===== src/rtl/trs80_pkg.sv =====
// Shared types and constants for the TRS-80 bus controller slice.
package trs80_pkg;

   // Decoded target of the current CPU memory cycle
   typedef enum logic [2:0] {
      REG_NONE = 3'd0,
      REG_ROM  = 3'd1,
      REG_RAM  = 3'd2,
      REG_VRAM = 3'd3,
      REG_KBD  = 3'd4
   } region_t;

   // Bus controller sequencing states
   typedef enum logic [1:0] {
      ST_HOLD = 2'd0,
      ST_RUN  = 2'd1,
      ST_DL   = 2'd2
   } bus_state_t;

   // Fixed 1 KiB pages for keyboard matrix and video RAM
   localparam logic [15:0] KBD_BASE  = 16'h3800;
   localparam logic [15:0] VRAM_BASE = 16'h3C00;
   localparam logic [5:0]  KBD_PAGE  = KBD_BASE[15:10];
   localparam logic [5:0]  VRAM_PAGE = VRAM_BASE[15:10];

   // Half-open window test; 17-bit bounds so a window may end at 0x10000
   function automatic logic in_window(input logic [15:0] addr,
                                      input logic [16:0] lo,
                                      input logic [16:0] hi);
      return ({1'b0, addr} >= lo) && ({1'b0, addr} < hi);
   endfunction

endpackage


===== src/rtl/trs80_wait_gen.sv =====
// Per-access wait-state generator: loads the region's wait count on the
// first cycle of a memory access and holds WAIT_n low for that many cycles.
module trs80_wait_gen
   import trs80_pkg::*;
(
   input  logic       clock,
   input  logic       reset_n,
   input  logic       mreq_n,
   input  logic       abort,
   input  logic [2:0] ws,
   output logic       wait_n
);

   logic       mreq_d_r;
   logic [2:0] cnt_r;
   logic [2:0] cnt_nxt_s;
   logic       start_s;
   logic       wait_n_r;

   // A falling MREQ_n relative to last cycle marks the first cycle of an access
   assign start_s = mreq_d_r & ~mreq_n;

   // Next wait count: abort/bus release clear it, start loads it, then count down
   always_comb begin
      cnt_nxt_s = cnt_r;
      if (abort || mreq_n) begin
         cnt_nxt_s = 3'd0;
      end else if (start_s) begin
         cnt_nxt_s = ws;
      end else if (cnt_r != 3'd0) begin
         cnt_nxt_s = cnt_r - 3'd1;
      end else begin
         cnt_nxt_s = cnt_r;
      end
   end

   // Counter, MREQ_n history and registered WAIT_n
   always_ff @(posedge clock or negedge reset_n) begin
      if (!reset_n) begin
         mreq_d_r <= 1'b1;
         cnt_r    <= 3'd0;
         wait_n_r <= 1'b1;
      end else begin
         mreq_d_r <= mreq_n;
         cnt_r    <= cnt_nxt_s;
         wait_n_r <= (cnt_nxt_s == 3'd0);
      end
   end

   assign wait_n = wait_n_r;

endmodule


===== src/rtl/trs80_bus_ctrl.sv =====
// TRS-80 bus controller: CPU reset sequencing, download arbitration,
// address decode, read-data mux and per-region wait-state insertion.
module trs80_bus_ctrl
   import trs80_pkg::*;
#(
   parameter int          RESET_HOLD = 255,
   parameter int          ROM_AW     = 14,
   parameter int          RAM_AW     = 14,
   parameter logic [15:0] RAM_BASE   = 16'h4000,
   parameter int          WS_ROM     = 1,
   parameter int          WS_RAM     = 0,
   parameter int          DL_AW      = 25
)(
   input  logic              clock,
   input  logic              reset_n,
   input  logic              pll_locked,
   input  logic              sys_reset,
   input  logic              dl_active,
   input  logic              dl_wr,
   input  logic [DL_AW-1:0]  dl_addr,
   input  logic [7:0]        dl_data,
   input  logic [15:0]       cpu_addr,
   input  logic              cpu_mreq_n,
   input  logic              cpu_rd_n,
   input  logic              cpu_wr_n,
   input  logic [7:0]        rom_dout,
   input  logic [7:0]        ram_dout,
   input  logic [7:0]        vram_dout,
   input  logic [7:0]        kbd_dout,
   output logic              cpu_reset_n,
   output logic              cpu_wait_n,
   output logic [7:0]        cpu_din,
   output logic              rom_cs_n,
   output logic              ram_cs_n,
   output logic              vram_cs_n,
   output logic              kbd_cs_n,
   output logic              mem_we,
   output logic [ROM_AW-1:0] rom_addr,
   output logic              rom_we,
   output logic [7:0]        rom_wdata,
   output logic              rom_loaded
);

   // ROM window stops where the keyboard page begins
   localparam int          ROM_SIZE  = 32'sd1 << ROM_AW;
   localparam int          ROM_LIMIT = (ROM_SIZE < 32'sd14336) ? ROM_SIZE : 32'sd14336;
   localparam logic [16:0] ROM_TOP   = 17'(ROM_LIMIT);
   localparam logic [16:0] RAM_LO    = 17'(RAM_BASE);
   localparam logic [16:0] RAM_HI    = 17'(int'(RAM_BASE) + (32'sd1 << RAM_AW));
   localparam logic [2:0]  WS_ROM_3  = 3'(WS_ROM);
   localparam logic [2:0]  WS_RAM_3  = 3'(WS_RAM);

   localparam int                HOLD_W    = (RESET_HOLD > 1) ? $clog2(RESET_HOLD) : 1;
   localparam logic [HOLD_W-1:0] HOLD_LAST = HOLD_W'(RESET_HOLD - 1);

   bus_state_t        state_r;
   logic [HOLD_W-1:0] hold_cnt_r;
   logic              cpu_reset_n_r;
   logic              rom_loaded_r;
   logic              dl_active_d_r;
   logic              dl_fall_s;
   logic              abort_s;

   region_t           region_s;
   logic [7:0]        sel_dout_s;
   logic [2:0]        ws_s;
   logic              rom_cs_n_s;
   logic              ram_cs_n_s;
   logic              vram_cs_n_s;
   logic              kbd_cs_n_s;
   logic              dl_in_range_s;

   assign dl_fall_s = dl_active_d_r & ~dl_active;

   // Reset sequencing FSM: DL beats HOLD causes, HOLD counts out before RUN
   always_ff @(posedge clock or negedge reset_n) begin
      if (!reset_n) begin
         state_r       <= ST_HOLD;
         hold_cnt_r    <= '0;
         cpu_reset_n_r <= 1'b0;
         rom_loaded_r  <= 1'b0;
         dl_active_d_r <= 1'b0;
      end else begin
         dl_active_d_r <= dl_active;
         if ((state_r == ST_DL) && dl_fall_s) begin
            rom_loaded_r <= 1'b1;
         end else begin
            rom_loaded_r <= rom_loaded_r;
         end

         if (dl_active) begin
            state_r       <= ST_DL;
            hold_cnt_r    <= '0;
            cpu_reset_n_r <= 1'b0;
         end else if (!pll_locked || sys_reset) begin
            state_r       <= ST_HOLD;
            hold_cnt_r    <= '0;
            cpu_reset_n_r <= 1'b0;
         end else begin
            case (state_r)
               ST_HOLD: begin
                  if (hold_cnt_r == HOLD_LAST) begin
                     state_r       <= ST_RUN;
                     hold_cnt_r    <= hold_cnt_r;
                     cpu_reset_n_r <= 1'b1;
                  end else begin
                     state_r       <= ST_HOLD;
                     hold_cnt_r    <= hold_cnt_r + HOLD_W'(1);
                     cpu_reset_n_r <= 1'b0;
                  end
               end
               ST_RUN: begin
                  state_r       <= ST_RUN;
                  hold_cnt_r    <= hold_cnt_r;
                  cpu_reset_n_r <= 1'b1;
               end
               ST_DL: begin
                  // dl_active is low here, so the download has just ended
                  state_r       <= ST_HOLD;
                  hold_cnt_r    <= '0;
                  cpu_reset_n_r <= 1'b0;
               end
               default: begin
                  state_r       <= ST_HOLD;
                  hold_cnt_r    <= '0;
                  cpu_reset_n_r <= 1'b0;
               end
            endcase
         end
      end
   end

   // Address decode, only for CPU memory cycles while the CPU is running
   always_comb begin
      region_s = REG_NONE;
      if ((state_r == ST_RUN) && !cpu_mreq_n) begin
         if (in_window(cpu_addr, 17'd0, ROM_TOP)) begin
            region_s = REG_ROM;
         end else if (cpu_addr[15:10] == KBD_PAGE) begin
            region_s = REG_KBD;
         end else if (cpu_addr[15:10] == VRAM_PAGE) begin
            region_s = REG_VRAM;
         end else if (in_window(cpu_addr, RAM_LO, RAM_HI)) begin
            region_s = REG_RAM;
         end else begin
            region_s = REG_NONE;
         end
      end else begin
         region_s = REG_NONE;
      end
   end

   // Per-region chip select, read data and wait-state count
   always_comb begin
      sel_dout_s  = 8'hFF;
      ws_s        = 3'd0;
      rom_cs_n_s  = 1'b1;
      ram_cs_n_s  = 1'b1;
      vram_cs_n_s = 1'b1;
      kbd_cs_n_s  = 1'b1;
      case (region_s)
         REG_ROM: begin
            sel_dout_s = rom_dout;
            ws_s       = WS_ROM_3;
            rom_cs_n_s = 1'b0;
         end
         REG_RAM: begin
            sel_dout_s = ram_dout;
            ws_s       = WS_RAM_3;
            ram_cs_n_s = 1'b0;
         end
         REG_VRAM: begin
            sel_dout_s  = vram_dout;
            vram_cs_n_s = 1'b0;
         end
         REG_KBD: begin
            sel_dout_s = kbd_dout;
            kbd_cs_n_s = 1'b0;
         end
         default: begin
            sel_dout_s = 8'hFF;
         end
      endcase
   end

   // Read-data bus floats high whenever the CPU is not reading
   always_comb begin
      if (!cpu_rd_n) begin
         cpu_din = sel_dout_s;
      end else begin
         cpu_din = 8'hFF;
      end
   end

   assign rom_cs_n  = rom_cs_n_s;
   assign ram_cs_n  = ram_cs_n_s;
   assign vram_cs_n = vram_cs_n_s;
   assign kbd_cs_n  = kbd_cs_n_s;
   assign mem_we    = ~cpu_wr_n & ~cpu_mreq_n &
                      ((region_s == REG_RAM) || (region_s == REG_VRAM));

   // Download writes beyond the ROM image are dropped
   assign dl_in_range_s = ((dl_addr >> ROM_AW) == '0);

   // ROM port is owned by the downloader while in DL, otherwise by the CPU
   always_comb begin
      if (state_r == ST_DL) begin
         rom_addr = dl_addr[ROM_AW-1:0];
         rom_we   = dl_wr & dl_in_range_s;
      end else begin
         rom_addr = cpu_addr[ROM_AW-1:0];
         rom_we   = 1'b0;
      end
   end

   assign rom_wdata = dl_data;

   // Any cause that takes the CPU out of RUN kills a pending wait at the same edge
   assign abort_s = (state_r != ST_RUN) | dl_active | ~pll_locked | sys_reset;

   trs80_wait_gen u_wait_gen (
      .clock   (clock),
      .reset_n (reset_n),
      .mreq_n  (cpu_mreq_n),
      .abort   (abort_s),
      .ws      (ws_s),
      .wait_n  (cpu_wait_n)
   );

   assign cpu_reset_n = cpu_reset_n_r;
   assign rom_loaded  = rom_loaded_r;

endmodule


===== config.mk =====
export PLATFORM = sky130hd
export DESIGN_NAME = trs80_bus_ctrl
export DESIGN_NICKNAME = d
export VERILOG_FILES = /design/src/rtl/trs80_pkg.sv /design/src/rtl/trs80_wait_gen.sv /design/src/rtl/trs80_bus_ctrl.sv
export SDC_FILE = /design/constraint.sdc
export NUM_CORES = 1
export LEC_CHECK = 0
export ABC_AREA = 1
export CAP_MARGIN = 10
export CORE_MARGIN = 2
export CORE_UTILIZATION = 35
export CTS_BUF_LIST = sky130_fd_sc_hd__clkbuf_4 sky130_fd_sc_hd__clkbuf_8
export CTS_CLUSTER_DIAMETER = 120
export DETAILED_ROUTE_END_ITERATION = 10
export PLACE_DENSITY = 0.9
export SYNTH_ARGS = -nofsm -noshare
export SYNTH_HDL_FRONTEND = slang
export SYNTH_SLANG_ARGS = --single-unit
export TNS_END_PERCENT = 10

===== constraint.sdc =====
create_clock -name clock -period 3.35 [get_ports clock]
set_input_delay 0.67 -clock clock [delete_from_list [all_inputs] [get_ports clock]]
set_output_delay 0.67 -clock clock [all_outputs]
set_load 0.005 [all_outputs]

==> qor.csv <==
metric;value;unit
drv_cap;0;
overflow;0;
cts_buffers;3;
rsz0062_at_grt;no;
rows;24;
fin_skew;0.00319;ns
grt_first_pass_wirelength;8740;microns
tns;0;ns
yosysWarnings;0;
clk_pin_slew_worst_paths;0.06;ns
power;0.551;mW
placed_cells;397;
drt_iter0_drc;105;
area_growth;74.9;%
ctsHtreeMaxLevel;1;
ant_nets;0;
fp.dieW;72.2;microns
grt_max_degree;19;
fin_nets;447;
cts_tree;done;
antenna_found_initial;0;
clk_latency;0.25;ns
num_antenna_cells;0;
synth_sequential_area_ratio;0.248;
drc;0;
yosys_register_bits;16;
drt-vias-per-instance;4.97;
wl;5710;microns
crit_fanout;9;
required;2.68;ns
cts_root_buffer;clkbuf_8;
ios;129;
drive_gt1_frac;0.122;
firstDrtPassIters;4;
max_freq;0.313;GHz
worst_pin_slew;0.706;ns
grtUsageTotal;0.211;
hold_end;rom_loaded;
grt_pass1_vias;1919;
path_class;in2out;
whs_path_depth;1;
die_area;5210;sq um
vias;2006;
hold_slack;0.498;ns
finalMaxSlewViolations;0;
min_period;3.20;ns
initial_utilization;0.369;
hpwlAfterDp;4620;microns
wl_per_cell;14.1;microns
outcome;finished, final reports clean;
dieHeight;72.2;microns
layout_commonest_cell;clkdlybuf4s50_1;
ir_worst_vdd;0.000161;V
synth_area;1630;sq um
gp_congestion;0.884;
netlist_instances;243;
clock_path_buffers;2;
worstReg2RegEnd;hold_cnt_r[0];
finalCritPeriodShare;0.954;
port_buffers;112;
leakage;1.20;nW
syn_area_per_cell;6.70;sq um
cts.sinks;16;
mostFrequentLayoutCells;clkdlybuf4s50_1 (112), nand2_1 (46), nand3_1 (39);
instances_no_fill;404;
critPathArrivalTime;2.53;ns
hold_viol;0;
syn_nets;337;
ff2ff_setup_slack;1.75;ns
hp-class;reg2reg;
setup_viol;0;
r2r_cells;10;
worstReg2RegStart;hold_cnt_r[0];
p_per_area;193;nW/um^2
hp-start;rom_loaded;
cp-start-kind;input pin;
relSlewSlack;0.528;
coreArea;4410;sq um
end_kind;primary output;
synth_cell_types;31;
==> registers in the layout, summed over array words and instances (netlist names) <==
name                 flops
state_r                  1
u_wait_gen.cnt_r         3
u_wait_gen.mreq_d_r      1
rom_loaded               1
hold_cnt_r               8
u_wait_gen.wait_n        1
dl_active_d_r            1
==> Yosys cell counts (all sizes together) <==
library cell | n | area [sq um]
a21oi | 3 | 15.0
o21ai | 9 | 56.3
dfrtp | 14 | 350
nor4 | 4 | 25.0
xnor2 | 1 | 8.76
and2 | 1 | 6.26
buf | 12 | 98.8
xor2 | 1 | 8.76
nand3 | 41 | 215
nor3b | 1 | 7.51
mux2 | 13 | 146
nor2 | 34 | 150
o21bai | 2 | 15.0
nand4 | 8 | 50.1
nand2 | 50 | 198
o22ai | 1 | 6.26
nor3 | 2 | 10.0
o21a | 1 | 8.76
dfstp | 2 | 52.6
ha | 4 | 50.1
inv | 39 | 149
==> layer usage <==
layer  routed length (microns)  vias up  track usage  share of wire
met4                       214        0       0.0818          0.037
met3                       401       27       0.0542          0.070
li1                          -     1000            -              -
met2                      2970       91        0.386           0.52
met5                         0        -            0              0
met1                      2130      888        0.232           0.37
==> critical path, cell delays in order <==
cell and delay [ns]:
clkdlybuf4s50_1 0.51, nand3_1 0.21, o21ai_4 0.28, buf_12 0.16
nand3_1 0.09, nand4_1 0.10, clkdlybuf4s50_1 0.51
==> through the flow <==
stage	util	area (sq um)	setup WS, ns
finish	0.645	2850	0.153
global route	0.645	2850	0.0466
global placement	0.618	2730	0.122
floorplan	-	1630	1.23
CTS	0.631	2790	0.0214
detailed placement	0.618	2730	0.0212
==> cell families (layout without fill, tap and decap cells) <==
family	count (synthesis)	after routing	synth area share
simple gates	141	141	0.407
buf+inv	51	160	0.152
compound gates	16	16	0.0623
flops	16	16	0.248
mux	13	13	0.0899
fa+ha+maj	4	4	0.0307
xor+xnor	2	2	0.0108
==> what timing repair did <==
action	in CTS	in global routing
endpoints found under the setup margin	0	9
setup buffers	0	3
gates resized for setup	0	3
hold buffers	0	0
==> where the power goes <==
part,internal (mW),switching [mW]
registers,0.195,0.00151
logic,0.126,0.0588
clock network,0.104,0.0648
total,0.426,0.125
==> cell type report <==
type | count | area (sq um)
clock buffers | 4 | 55.1
repair buffers | 117 | 1180
flip-flops and latches | 16 | 403
multi-input cells | 176 | 992
well taps | 52 | 65.1
fillers | 371 | 1570
inverters | 39 | 149
==> worst max-delay path by stage <==
stage / from / to / slack (ns) / cells past startpoint
after floorplan: cpu_addr[11] / cpu_din[0] / 1.23 / 6
after global placement: cpu_addr[11] / cpu_din[1] / 0.12 / 8
after detailed placement: cpu_addr[11] / cpu_din[0] / 0.02 / 8
after CTS: cpu_addr[11] / cpu_din[0] / 0.02 / 8
after global routing: cpu_addr[11] / cpu_din[5] / 0.05 / 8
final: cpu_addr[11] / cpu_din[5] / 0.15 / 7
No activity file was read; power rests on OpenSTA's default activity.
